==> config.mk <==
export PLATFORM = sky130hd
export DESIGN_NAME = program_counter_stack
export DESIGN_NICKNAME = d
export VERILOG_FILES = /design/src/rtl/program_counter_stack.sv
export SDC_FILE = /design/constraint.sdc
export NUM_CORES = 1
export LEC_CHECK = 0
export BUFFER_PORTS_ARGS = -buffer_cell sky130_fd_sc_hd__buf_2
export CORE_ASPECT_RATIO = 0.7
export CORE_MARGIN = 4
export CORE_UTILIZATION = 35
export CTS_CLUSTER_SIZE = 40
export DETAILED_ROUTE_END_ITERATION = 12
export PLACE_DENSITY_LB_ADDON = 0.05
export SKIP_CTS_REPAIR_TIMING = 1
export SLEW_MARGIN = 40
export SYNTH_ARGS = -nofsm -noshare
export SYNTH_HDL_FRONTEND = slang
export SYNTH_SLANG_ARGS = --single-unit
==> constraint.sdc <==
create_clock -name clk -period 4.88 [get_ports clk]
set_clock_uncertainty 0.15 [all_clocks]
set_input_delay 0.976 -clock clk [delete_from_list [all_inputs] [get_ports clk]]
set_output_delay 0.976 -clock clk [all_outputs]
set_load 0.01 [all_outputs]
==> src/rtl/program_counter_stack.sv <==
`default_nettype none
// ============================================================================
//  Module      : program_counter_stack
//  Description : Program counter with increment, absolute jump, optional
//                relative branch, and a LIFO return-address stack for
//                call/return. Sticky overflow/underflow flags report stack
//                misuse until cleared by clrErr.
//                Optional feature macro: PC_REL_BRANCH_EN (enables brRel).
//  Revision    : 1.0 - initial release
// ============================================================================
module program_counter_stack #(
  parameter int unsigned ADDR_W      = 8,
  parameter int unsigned STACK_DEPTH = 4,
  parameter int unsigned RESET_ADDR  = 0
) (
  input  logic                               clk,
  input  logic                               rst,
  input  logic                               rstPC,
  input  logic                               cePC,
  input  logic                               wrJumpAdr,
  input  logic [ADDR_W-1:0]                  jumpAdr,
  input  logic                               brRel,
  input  logic [ADDR_W-1:0]                  brOffset,
  input  logic                               call,
  input  logic                               ret,
  input  logic                               clrErr,
  output logic [ADDR_W-1:0]                  out,
  output logic [$clog2(STACK_DEPTH+1)-1:0]   stackCnt,
  output logic                               stackOvf,
  output logic                               stackUnf
);

  localparam int unsigned       c_cntW      = $clog2(STACK_DEPTH + 1);
  localparam logic [ADDR_W-1:0] c_resetAddr = ADDR_W'(RESET_ADDR);
  localparam logic [ADDR_W-1:0] c_addrOne   = ADDR_W'(1);
  localparam logic [c_cntW-1:0] c_depth     = c_cntW'(STACK_DEPTH);
  localparam logic [c_cntW-1:0] c_cntOne    = c_cntW'(1);

  // The PC is held as an offset from RESET_ADDR (XOR-encoded), so an
  // all-zero power-up register state already reads back as RESET_ADDR.
  logic [ADDR_W-1:0] r_outOfs;
  logic [c_cntW-1:0] r_stackCnt;
  logic              r_stackOvf;
  logic              r_stackUnf;
  logic [ADDR_W-1:0] r_stack [STACK_DEPTH];

  logic [ADDR_W-1:0] w_out;
  logic [ADDR_W-1:0] w_outInc;
  logic [ADDR_W-1:0] w_outNext;
  logic [c_cntW-1:0] w_cntNext;
  logic [ADDR_W-1:0] w_top;
  logic              w_push;
  logic              w_ovfSet;
  logic              w_unfSet;
  logic              w_brTaken;
  logic [ADDR_W-1:0] w_brTarget;

  assign w_out    = r_outOfs ^ c_resetAddr;
  assign w_outInc = w_out + c_addrOne;

  // Relative branch is a build-time option; when absent the strobe never
  // wins arbitration and the request falls through to increment/hold.
`ifdef PC_REL_BRANCH_EN
  assign w_brTaken  = brRel;
  assign w_brTarget = w_out + brOffset;
`else
  logic w_unusedBr;
  assign w_brTaken  = 1'b0;
  assign w_brTarget = w_out;
  assign w_unusedBr = ^{brRel, brOffset};
`endif

  // Select the top-of-stack entry (index stackCnt-1); empty stack reads zero.
  always_comb begin
    w_top = '0;
    for (int i = 0; i < int'(STACK_DEPTH); i++) begin
      if (r_stackCnt == c_cntW'(i + 1)) begin
        w_top = r_stack[i];
      end
    end
  end

  // Single prioritised action per cycle: rstPC > ret > call > jump > branch > inc.
  always_comb begin
    w_outNext = w_out;
    w_cntNext = r_stackCnt;
    w_push    = 1'b0;
    w_ovfSet  = 1'b0;
    w_unfSet  = 1'b0;
    if (rstPC) begin
      w_outNext = c_resetAddr;
      w_cntNext = '0;
    end else if (ret) begin
      if (r_stackCnt != '0) begin
        w_outNext = w_top;
        w_cntNext = r_stackCnt - c_cntOne;
      end else begin
        w_unfSet  = 1'b1;
      end
    end else if (call) begin
      if (r_stackCnt != c_depth) begin
        w_push    = 1'b1;
        w_outNext = jumpAdr;
        w_cntNext = r_stackCnt + c_cntOne;
      end else begin
        w_ovfSet  = 1'b1;
      end
    end else if (wrJumpAdr) begin
      w_outNext = jumpAdr;
    end else if (w_brTaken) begin
      w_outNext = w_brTarget;
    end else if (cePC) begin
      w_outNext = w_outInc;
    end
  end

  // PC, stack pointer and sticky flags; a new error outranks a clear.
  always_ff @(posedge clk) begin
    if (!rst) begin
      r_outOfs   <= '0;
      r_stackCnt <= '0;
      r_stackOvf <= 1'b0;
      r_stackUnf <= 1'b0;
    end else begin
      r_outOfs   <= w_outNext ^ c_resetAddr;
      r_stackCnt <= w_cntNext;
      r_stackOvf <= w_ovfSet | (r_stackOvf & ~clrErr);
      r_stackUnf <= w_unfSet | (r_stackUnf & ~clrErr);
    end
  end

  // Return-address storage: a push writes the slot just above the current top.
  always_ff @(posedge clk) begin
    for (int i = 0; i < int'(STACK_DEPTH); i++) begin
      if (rst && w_push && (r_stackCnt == c_cntW'(i))) begin
        r_stack[i] <= w_outInc;
      end
    end
  end

  assign out      = w_out;
  assign stackCnt = r_stackCnt;
  assign stackOvf = r_stackOvf;
  assign stackUnf = r_stackUnf;

endmodule
`default_nettype wire

### Word-level counts from Yosys, hierarchy flattened

Memory sizes are Yosys's and may differ from the RTL's.
Index checks and enable logic that the tools add are counted.

| cells by class | value |
|---|---|
| reduce and logical (&&, ||, !) cells | 16 |
| equal/unequal tests | 7 |
| mux-type cells | 42 |
| bitwise logic cells | 6 |
| add/sub/neg operators | 3 |

Operators by type and width:

| kind | number |
|---|---|
| $mux W8 | 13 |
| $reduce_or A8 Y1 | 3 |
| $mux W1 | 22 |
| $mux W3 | 4 |
| $add A8 B1 Y8 const B | 1 |
| $eq A3 B2 Y1 const B | 2 |
| $mux W2 | 3 |
| $reduce_and A3 Y1 | 2 |
| $logic_and A1 B1 Y1 | 5 |
| $reduce_bool A2 Y1 | 2 |
| $reduce_bool A4 Y1 | 1 |
| $add A3 B1 Y3 const B | 1 |
| $eq A3 B1 Y1 const B | 1 |
| $eq A3 B3 Y1 const B | 1 |
| $logic_not A3 Y1 | 1 |
| $ne A3 B1 Y1 const B | 1 |
| $ne A3 B3 Y1 const B | 1 |
| $reduce_bool A3 Y1 | 1 |
| $sub A3 B1 Y3 const B | 1 |
| $and A1 B1 Y1 | 2 |
| $ne A2 B1 Y1 const B | 1 |
| $not A1 Y1 | 2 |
| $or A1 B1 Y1 | 2 |
| $reduce_or A2 Y1 | 1 |

| word-level totals | value |
|---|---|
| bits in registers | 13 |
| RAM bits | 32 |
| memories | 1 |
| output and inout port bits | 13 |

Memory list:

| memory | depth | width | read ports | clocked after Yosys merged registers in | write ports | line | source |
|---|---|---|---|---|---|---|---|
| r_stack | 4 | 8 | 4 | 0 | 1 | 45 | `logic [ADDR_W-1:0] r_stack [STACK_DEPTH];` |

### Longest topological paths before layout

Gate-level depths: netlist of run 1.

| depth | value |
|---|---|
| word-level depth | 13 |
| mapped depth | 8 |
| gate-level depth less buffers | 6 |

### Worst setup path before layout of run 1

Ideal clock, no wire load.

| timing | value |
|---|---|
| path type | input-to-reg |
| start | input port ret |
| end | memory r_stack[3][0] (enable) |
| path buffers | 1 |
| stages on the path | 4 |
| slack | 2.333 ns |
| arrival time | 2.014 ns |
| required time | 4.347 ns |
| cells stage by stage | inv_1 clkbuf_1 nand2_1 nor3_1 |

| between the ends | value |
|---|---|
| longest elaborated chain between the ends | 10 |
| elaborated cells between the ends (all ways) | 24 |
| classes of those cells | 16 x mux; 8 x reduce/logical |

Ends and longest elaborated chain:

| item | line | source |
|---|---|---|
| start: declaration | 25 | `input logic ret,` |
| $mux W1 * | 93 | `end else if (ret) begin` |
| $mux W1 * | 90 | `if (rstPC) begin` |
| $logic_and A1 B1 Y1 * | 135 | `if (rst && w_push && (r_stackCnt == c_cntW'(i))) begin` |
| $logic_and A1 B1 Y1 | 135 |  |
| $mux W1 | 135 |  |
| $mux W1 (not written as such) | 136 | `r_stack[i] <= w_outInc;` |
| $reduce_or A8 Y1 (no line) | - |  |
| $mux W2 (no line) or $mux W1 (tied branches) (3 in series) | - |  |
| end: declaration | 45 |  |

Mark *: on every way between the ends. The rest lies on a longest branch, timed or not.

### Final worst setup path of run 1

| timing | value |
|---|---|
| start | register r_stackCnt[2], in the netlist stackCnt[2] |
| end | register r_outOfs[5], in the netlist out[5] |

| between the ends | value |
|---|---|
| longest elaborated chain between the ends | 7 |
| elaborated cells between the ends (all ways) | 15 |
| classes of those cells | 7 x eq/ne; 6 x mux; 2 x reduce/logical |

Ends and longest elaborated chain:

| item | line | source |
|---|---|---|
| start: declaration | 42 | `logic [c_cntW-1:0] r_stackCnt;` |
| start signal: assignment | 126 | `r_stackCnt <= w_cntNext;` |
| $eq A3 B1 Y1 | 77 | `if (r_stackCnt == c_cntW'(i + 1)) begin` |
| $mux W8 (4 in series) | 77 |  |
| $mux W8 | 94 | `if (r_stackCnt != '0) begin` |
| $mux W8 | 93 |  |
| end signal: assignment | 125 | `r_outOfs <= w_outNext ^ c_resetAddr;` |
| end: declaration | 41 | `logic [ADDR_W-1:0] r_outOfs;` |

Several ways; a longest one is shown, not always the timed one. The select of a mux whose other input is x is not followed.
A chain may end at the register's enable or synchronous reset.

==> flow_summary.ini, run 1 <==
[run_status]
run_status = finished, final reports clean

[global_routing]
grt_pass1_wl_um = 8760
globalRouteOverflowTotal = 0
grt_pass1_vias = 1601
antenna_found_initial = 0
track_usage = 0.158
grt_max_degree = 16

[critical_path]
cp.arrival_ns = 2.83
cp_slowest_cell = dfxtp_1
max_stage_delay_ns = 0.62
rrSetupSlack_ns = 2.11
cp_cell_sequence = inv_1 -> ha_1 -> nor2_1 -> and3_1 -> o221ai_1 -> a311oi_1
worstPathRequired_ns = 4.94
path_class = flip-flop to flip-flop
cp-start-kind = flip-flop
worstPathMaxFanout = 13
end_kind = flip-flop

[timing]
hold_viol = 0
rsz0062_at_grt = false
fmax_mhz = 361
min_period_ns = 2.77
slew_headroom = 0.500
worstMarginPinSlew_ns = 0.747
fin_ws_ns = 2.11
tns_ns = 0
setup_violations = 0
fin_crit_sh = 0.568
hold_ws_ns = 0.404
final_max_slew_viol_count = 0

[finish]
syn_to_final_growth_pct = 12.6
multiInputGateArea_um2 = 853
drive_above_1_share = 0.225
layout.nets = 244
antennaDiodeCount = 0
fill_cells = 560
register_area_um2 = 1220

[run]
cap_violations = 0

[synthesis]
syn_nets = 218
syn-instance-count = 186
synth_area_um2 = 2160
avgSynthCellArea_um2 = 11.6
synth.area.mux_share = 0.00521
synth.distinct_cells = 42
yosysTopAreaCell = edfxtp_1
yosysSeqAreaShare = 0.565
synth_top_family_by_area = compound AO/OA/AOI/OAI gates
synth_compound_area_frac = 0.171
yosys.area.top_type_share = 0.445
ys_ff_latch = 45
synth_xor_area_frac = 0.0203
synth_warnings = 0
yosys.area_share.simple = 0.157
synth_fa_ha_area_frac = 0.0405
synthTopCellsByArea = edfxtp_1, dfxtp_1, ha_1

[floorplanning]
pin_count = 38
die_area_um2 = 7520
core_um2 = 5840
dieWidth_um = 102
num_rows = 23
start_util = 0.370
fp.dieH_um = 73.7

[drt]
first_pass_iters = 4
drcViolationCount = 0
routed_wl_um = 5580
wl_met2_um = 2290
drtIter0Drc = 100
vias_per_cell = 5.55
top_layer = met4
drtAntennaViolNets = 0
vias = 1599
met3_wirelength_um = 329
wl_per_cell_um = 19.4
wl_met1_um = 2930

[clocking]
cts_tree = yes
cts_buffer_depth = 2
numCtsBuffers = 5
cts_sinks = 45
clkLatencyLatePin_ns = 0.30
clk_pin_slew_ns = 0.08
cts_root_buf = clkbuf_8
htree_num_levels = 2

[place]
hpwl_um = 3960
gp_congestion = 0.776
numPortBuffers = 28
dp_slack_ns = 1.95

[min_path]
hold_class = flip-flop to flip-flop

[power]
ir_worst_vdd_mv = 0.128
power_leakage_nw = 0.858
p_per_area_nw_per_um2 = 310
==> path summary, 6_finish.rpt <==
check | depth (start not counted) | from | to
worst max register to register | 6 | stackCnt[2] | out[5]
worst min-delay path | 2 | out[7] | out[7]
worst max-delay path | 6 | stackCnt[2] | out[5]
worst min register to register | 2 | out[7] | out[7]
==> cell type report <==
class                      count  area share
multi-input combinational    123       0.351
clock buffer                   6      0.0298
clock inverter                 2     0.00617
inverter                       8      0.0123
sequential                    45       0.502
timing repair buffer          29      0.0607
tap                           75      0.0386
==> stage by stage <==
stage                     cells  area (um^2)  power [W]   util
after floorplan             186         2160   0.000501      -
after global placement      280         2350   0.000530  0.402
after detailed placement    280         2350   0.000533  0.402
after CTS                   288         2430   0.000758  0.417
after global routing        288         2430   0.000782  0.417
final                       288         2430   0.000755  0.417
==> sequential cells by signal, indices dropped and copies added (netlist names) <==
signal / cells
out: 8
r_stack: 32
stackCnt: 3
stackOvf: 1
stackUnf: 1
==> synth_stat cells <==
| library cell | number |
|---|---|
| nand4_1 | 1 |
| nor2_1 | 12 |
| a21boi_0 | 2 |
| inv_1 | 8 |
| o311ai_0 | 3 |
| nand2_1 | 14 |
| a311oi_2 | 1 |
| a221o_1 | 6 |
| a31oi_1 | 3 |
| ha_1 | 7 |
| and2_1 | 5 |
| a221oi_1 | 1 |
| nor4b_4 | 1 |
| clkbuf_1 | 5 |
| a21oi_1 | 2 |
| a211oi_1 | 1 |
| edfxtp_1 | 32 |
| o22ai_1 | 2 |
| nor3b_1 | 1 |
| or3_1 | 3 |
| and2_0 | 1 |
| a31o_2 | 4 |
| mux2_2 | 1 |
| or2_2 | 4 |
| a311oi_1 | 5 |
| nand3b_1 | 2 |
| a221oi_2 | 1 |
| xnor2_1 | 3 |
| buf_1 | 2 |
| dfxtp_1 | 13 |
| or4_1 | 1 |
| o221ai_1 | 5 |
| nor3_1 | 2 |
| buf_6 | 2 |
| o2111ai_1 | 1 |
| and3_1 | 5 |
| nand4b_1 | 1 |
| nand2b_1 | 1 |
| o21ai_0 | 10 |
| buf_4 | 1 |
| xor2_1 | 2 |
| nand3_1 | 9 |
==> where the power goes <==
group / internal (W) / total [W] / switching (W)
logic: 0.0000370 / 0.0000975 / 0.0000606
clock network: 0.000101 / 0.000230 / 0.000129
registers: 0.000417 / 0.000427 / 0.00000952
total: 0.000555 / 0.000755 / 0.000199
==> cells by family (layout without fill, tap and decap cells) <==
group | after synthesis | in the layout
compound gates | 47 | 47
simple gates | 63 | 63
mux | 1 | 1
buf+inv | 18 | 45
xor+xnor | 5 | 5
fa+ha+maj | 7 | 7
flops | 45 | 45
==> metal layers <==
metal / track usage / up-vias
met2: 0.219 / 51
met5: 0 / -
met1: 0.246 / 781
li1: - / 763
met3: 0.0408 / 4
met4: 0.0277 / 0
==> worst max-delay path, delay by kind of cell (launching register included) <==
kind / cells / cell delay [ns]
DFF: 1 / 0.62
and+or+nand+nor: 2 / 0.82
buffers and inverters: 1 / 0.13
adders and majority gates: 1 / 0.41
AOI/OAI and AO/OA: 2 / 0.55
==> cell usage in the layout (no fill, tap or decap), drive strengths merged, types with 4 or more instances in the layout <==
cell,n
a221o,6
a311oi,6
a31o,4
and2,6
and3,5
buf,29
clkbuf,6
dfxtp,13
edfxtp,32
ha,7
inv,8
nand2,14
nand3,9
nor2,12
o21ai,10
o221ai,5
or2,4
No activity file was read; power rests on OpenSTA's default activity.
==> run 2, diff against run 1 <==
==> constraint.sdc (replaced) <==
create_clock -name clk -period 2.5 [get_ports clk]
set_clock_uncertainty 0.15 [all_clocks]
set_input_delay 0.5 -clock clk [delete_from_list [all_inputs] [get_ports clk]]
set_output_delay 0.5 -clock clk [all_outputs]
set_load 0.01 [all_outputs]
==> run 2 against run 1 <==
Net effect:
- via count rose by 2.6%
- critical path depth rose by 1
- sequential share of layout area shrank 1.4 points
- worst hold slack got worse by 0.11 ns
- routed wire length up 3.3%
- non-clock buffer count up 10
- utilization rose by 1.2 points
- fmax is 27% higher
- design area increased by 2.9%
- first-iteration DRC count is 34% higher
- register-to-register slack worse by 1.8 ns
- count of clock-buffer cells in the layout is the same
- largest cell class unchanged
==> flow_summary.ini, run 2 (same netlist as run 1, synthesis figures left out) <==
[run_status]
run_status = finished, final reports clean

[global_routing]
antenna_found_initial = 0
grt_pass1_wl_um = 9110
track_usage = 0.164
globalRouteOverflowTotal = 0
grt_max_degree = 16
grt_pass1_vias = 1676

[critical_path]
worstPathMaxFanout = 14
end_kind = flip-flop
cp-start-kind = flip-flop
cp_slowest_cell = and3_1
critical_path.top_delay_family = simple AND/OR/NAND/NOR gates
cp.arrival_ns = 2.23
max_stage_delay_ns = 0.52
worstPathRequired_ns = 2.54
path_class = flip-flop to flip-flop
cp_cell_sequence = inv_1 -> ha_1 -> buf_4 -> nand4b_1 -> and3_1 -> nor2_1 -> a311oi_1
crit_buf_inv = 2

[finish]
syn_to_final_growth_pct = 15.9
most-common-layout-cells = edfxtp_1, buf_2, nand2_1, dfxtp_1, nor2_1
fin_area_um2 = 2500
top_register = r_stack
layout.nets = 254
antennaDiodeCount = 0
layout_commonest_cell = edfxtp_1
largest_reg_flops = 32
drive_above_1_share = 0.260

[timing]
slew_headroom = 0.586
worstMarginPinSlew_ns = 0.615
fmax_mhz = 457
rsz0062_at_grt = false
hold_viol = 0
tns_ns = 0
setup_violations = 0
final_max_slew_viol_count = 0
min_period_ns = 2.19
fin_crit_sh = 0.874

[floorplanning]
core_um2 = 5840
fp.dieH_um = 73.7
die_area_um2 = 7520
num_rows = 23
pin_count = 38
start_util = 0.370
dieWidth_um = 102

[clocking]
cts_buffer_depth = 2
clkLatencyLatePin_ns = 0.30
htree_num_levels = 2
cts_root_buf = clkbuf_8
cts_sinks = 45
numCtsBuffers = 5
clk_pin_slew_ns = 0.09
cts_tree = yes

[power]
p_int_w = 0.00109
power_switching_share = 0.260
power_leakage_nw = 0.915
ir_worst_vdd_mv = 0.206
pwr-share-comb = 0.138
p_per_area_nw_per_um2 = 589
p_clk_frac = 0.298
switching_power_w = 0.000384
seqPwrFrac = 0.563

[drt]
drtAntennaViolNets = 0
vias = 1641
wl_per_cell_um = 19.3
drcViolationCount = 0
routed_wl_um = 5770
first_pass_iters = 4
vias_per_cell = 5.51
drtIter0Drc = 134

[min_path]
hold_class = input pin to flip-flop

[place]
hpwl_um = 4180
numPortBuffers = 28
placed_cell_area_um2 = 2420
gp_congestion = 0.754

[run]
cap_violations = 0
-- run 2: cell count changes in the layout (fill, tap and decap cells not counted), sizes merged --
cell      previous run  this run
clkinv               0         2
buf                 29        39
clkinvlp             2         0
-- run 2: final timing paths --
kind | from | cells past startpoint | slack [ns] | to
max reg2reg | stackCnt[0] | 7 | 0.31 | out[6]
min | rst | 2 | 0.29 | stackUnf
min reg2reg | out[7] | 2 | 0.38 | out[7]
max | stackCnt[0] | 7 | 0.31 | out[6]
-- run 2: power by group through the flow --
stage               Sequential, W  Combinational [W]  Clock [W]
floorplan                0.000850           0.000128          0
global placement         0.000847           0.000199          0
detailed placement       0.000848           0.000204          0
CTS                      0.000831           0.000205   0.000452
global route             0.000834           0.000225   0.000481
finish                   0.000831           0.000204   0.000440
-- run 2: metal layers --
layer,vias to the layer above,global-route usage,part of all wire
met2,55,0.226,0.41
met5,-,0,0
met4,0,0.0378,0.0021
li1,784,-,-
met3,2,0.0455,0.067
met1,800,0.251,0.52
-- run 2: metrics by stage --
| step | util | worst slack [ns] | hold WS, ns | instances | power (W) |
|---|---|---|---|---|---|
| after floorplan | - | 0.214 | 0.384 | 186 | 0.000978 |
| after global placement | 0.414 | 0.335 | 0.356 | 290 | 0.00105 |
| after detailed placement | 0.414 | 0.310 | 0.371 | 290 | 0.00105 |
| after CTS | 0.429 | 0.310 | 0.286 | 298 | 0.00149 |
| after global routing | 0.429 | 0.164 | 0.289 | 298 | 0.00154 |
| final | 0.429 | 0.314 | 0.290 | 298 | 0.00147 |
-- run 2: final cells by class --
type	count	area, um^2
sequential	45	1220
timing repair buffer	39	223
clock buffer	6	72.6
tap	75	93.8
fill	550	3340
clock inverter	2	10.0
multi-input combinational	123	853
inverter	8	30.0
==> run 3, diff against run 2 <==
--- a/config.mk
+++ b/config.mk
@@ -9,9 +9,11 @@
 export CORE_ASPECT_RATIO = 0.7
 export CORE_MARGIN = 4
 export CORE_UTILIZATION = 35
+export CTS_CLUSTER_DIAMETER = 200
 export CTS_CLUSTER_SIZE = 40
 export DETAILED_ROUTE_END_ITERATION = 12
 export PLACE_DENSITY_LB_ADDON = 0.05
+export RECOVER_POWER = 100
 export SKIP_CTS_REPAIR_TIMING = 1
 export SLEW_MARGIN = 40
 export SYNTH_ARGS = -nofsm -noshare
==> constraint.sdc (replaced) <==
create_clock -name clk -period 2.8 [get_ports clk]
set_clock_uncertainty 0.15 [all_clocks]
set_input_delay 0.56 -clock clk [delete_from_list [all_inputs] [get_ports clk]]
set_output_delay 0.56 -clock clk [all_outputs]
set_load 0.01 [all_outputs]
==> run 3 against run 2 <==
Net effect:
- worst hold slack better by 0.056 ns
- register-to-register slack better by 0.08 ns
- combinational power is 15% lower
- largest power group unchanged
- sequential power down 11%
- die area stayed put
- routed wire length shrank 1.4%
- count of clock-buffer cells in the layout shrank 1
- largest cell class unchanged
==> flow_summary.ini, run 3 (same netlist as run 1, synthesis figures left out) <==
[timing]
fmax_mhz = 415
fin_crit_sh = 0.861
hold_viol = 0
tns_ns = 0
worstMarginPinSlew_ns = 0.642
hold_ws_ns = 0.347
rsz0062_at_grt = false
slew_headroom = 0.572
setup_violations = 0
final_max_slew_viol_count = 0
min_period_ns = 2.41

[critical_path]
worstPathMaxFanout = 8
worstPathRequired_ns = 2.59
cp-start-kind = flip-flop
path_class = flip-flop to flip-flop
cp.arrival_ns = 2.20
startpoint = stackCnt[0]
end_kind = flip-flop
timing.rr.start = stackCnt[0]

[finish]
multiInputGateArea_um2 = 832
most-common-layout-cells = edfxtp_1, buf_2, clkbuf_1, nand2_1, dfxtp_1
syn_to_final_growth_pct = 13.5
largest_reg_flops = 32
register_area_um2 = 1220
antennaDiodeCount = 0
layout.nets = 253
top_register = r_stack
drive_above_1_share = 0.180
layout_commonest_cell = edfxtp_1
fill_cells = 567

[clocking]
clk_pin_slew_ns = 0.09
cts_sinks = 45
cts_tree = yes
cts_buffer_depth = 2
cts_root_buf = clkbuf_8
numCtsBuffers = 5
htree_num_levels = 2
clkLatencyLatePin_ns = 0.30

[power]
p_per_area_nw_per_um2 = 543
power_leakage_nw = 0.833
ir_worst_vdd_mv = 0.153

[place]
gp_congestion = 0.789
numPortBuffers = 28
hpwl_um = 4060

[global_routing]
use_met3 = 0.0323
track_usage = 0.162
grt_max_degree = 16
grt_util_met2 = 0.226
top_usage_layer = met1
antenna_found_initial = 0
grt_pass1_wl_um = 8940
globalRouteOverflowTotal = 0
gr-usage-met1 = 0.254
grt_pass1_vias = 1595

[drt]
wl_per_cell_um = 19.1
drtAntennaViolNets = 0
vias = 1617
drcViolationCount = 0
vias_per_cell = 5.44
routed_wl_um = 5680
first_pass_iters = 4
drtIter0Drc = 140

[run]
cap_violations = 0

[floorplanning]
fp.dieH_um = 73.7
num_rows = 23
start_util = 0.370
dieWidth_um = 102
die_area_um2 = 7520
pin_count = 38
core_um2 = 5840

[min_path]
hold_class = input pin to flip-flop
worstHoldStart = rst

[run_status]
run_status = finished, final reports clean
-- run 3: changes by cell type in the layout (fill, tap and decap cells not counted), moves of 5 or more --
cell      previous run  this run
and2_0               1         6
and2_1               5         0
buf_2               28        16
buf_4               11         6
clkbuf_1             1        16
-- run 3: power breakdown --
group	leakage, nW	switching (W)	total [W]	internal, W
registers	0.389	0.0000146	0.000742	0.000728
logic	0.400	0.000108	0.000174	0.0000658
clock network	0.0445	0.000239	0.000417	0.000177
total	0.833	0.000362	0.00133	0.000971
-- run 3: final cells by class --
class / instances / area share
flip-flops and latches: 45 / 0.498
multi-input cells: 123 / 0.339
well taps: 75 / 0.0383
repair buffers: 38 / 0.0755
clock inverters: 3 / 0.00867
clock buffers: 5 / 0.0281
inverters: 8 / 0.0122
-- run 3: worst paths after layout --
check                       end  cells past startpoint  slack (ns)
setup reg to reg  r_stack[3][0]                      6        0.39
setup / recovery  r_stack[3][0]                      6        0.39
hold / removal         stackUnf                      2        0.35
hold reg to reg          out[7]                      2        0.40
-- run 3: layer usage --
layer,vias to the layer above,share of wire
li1,784,-
met1,778,0.50
met2,53,0.43
met3,2,0.068
met4,0,0.0035
met5,-,0
-- run 3: per-stage QoR --
| step | instances | setup slack (ns) | utilization | power [W] | cell area, um^2 |
|---|---|---|---|---|---|
| global placement | 289 | 0.513 | 0.413 | 0.000933 | 2410 |
| CTS | 297 | 0.509 | 0.429 | 0.00135 | 2500 |
| global route | 297 | 0.214 | 0.420 | 0.00139 | 2450 |
| detailed placement | 289 | 0.499 | 0.413 | 0.000939 | 2410 |
| floorplan | 186 | 0.514 | - | 0.000874 | 2160 |
| finish | 297 | 0.390 | 0.420 | 0.00133 | 2450 |
-- run 3: worst max-delay path: stages (launching register included) --
cell and delay, ns:
dfxtp_1 0.38, inv_1 0.12, ha_1 0.33, nand2_1 0.34, nand2_1 0.11, nor3_1 0.14
clkbuf_1 0.48
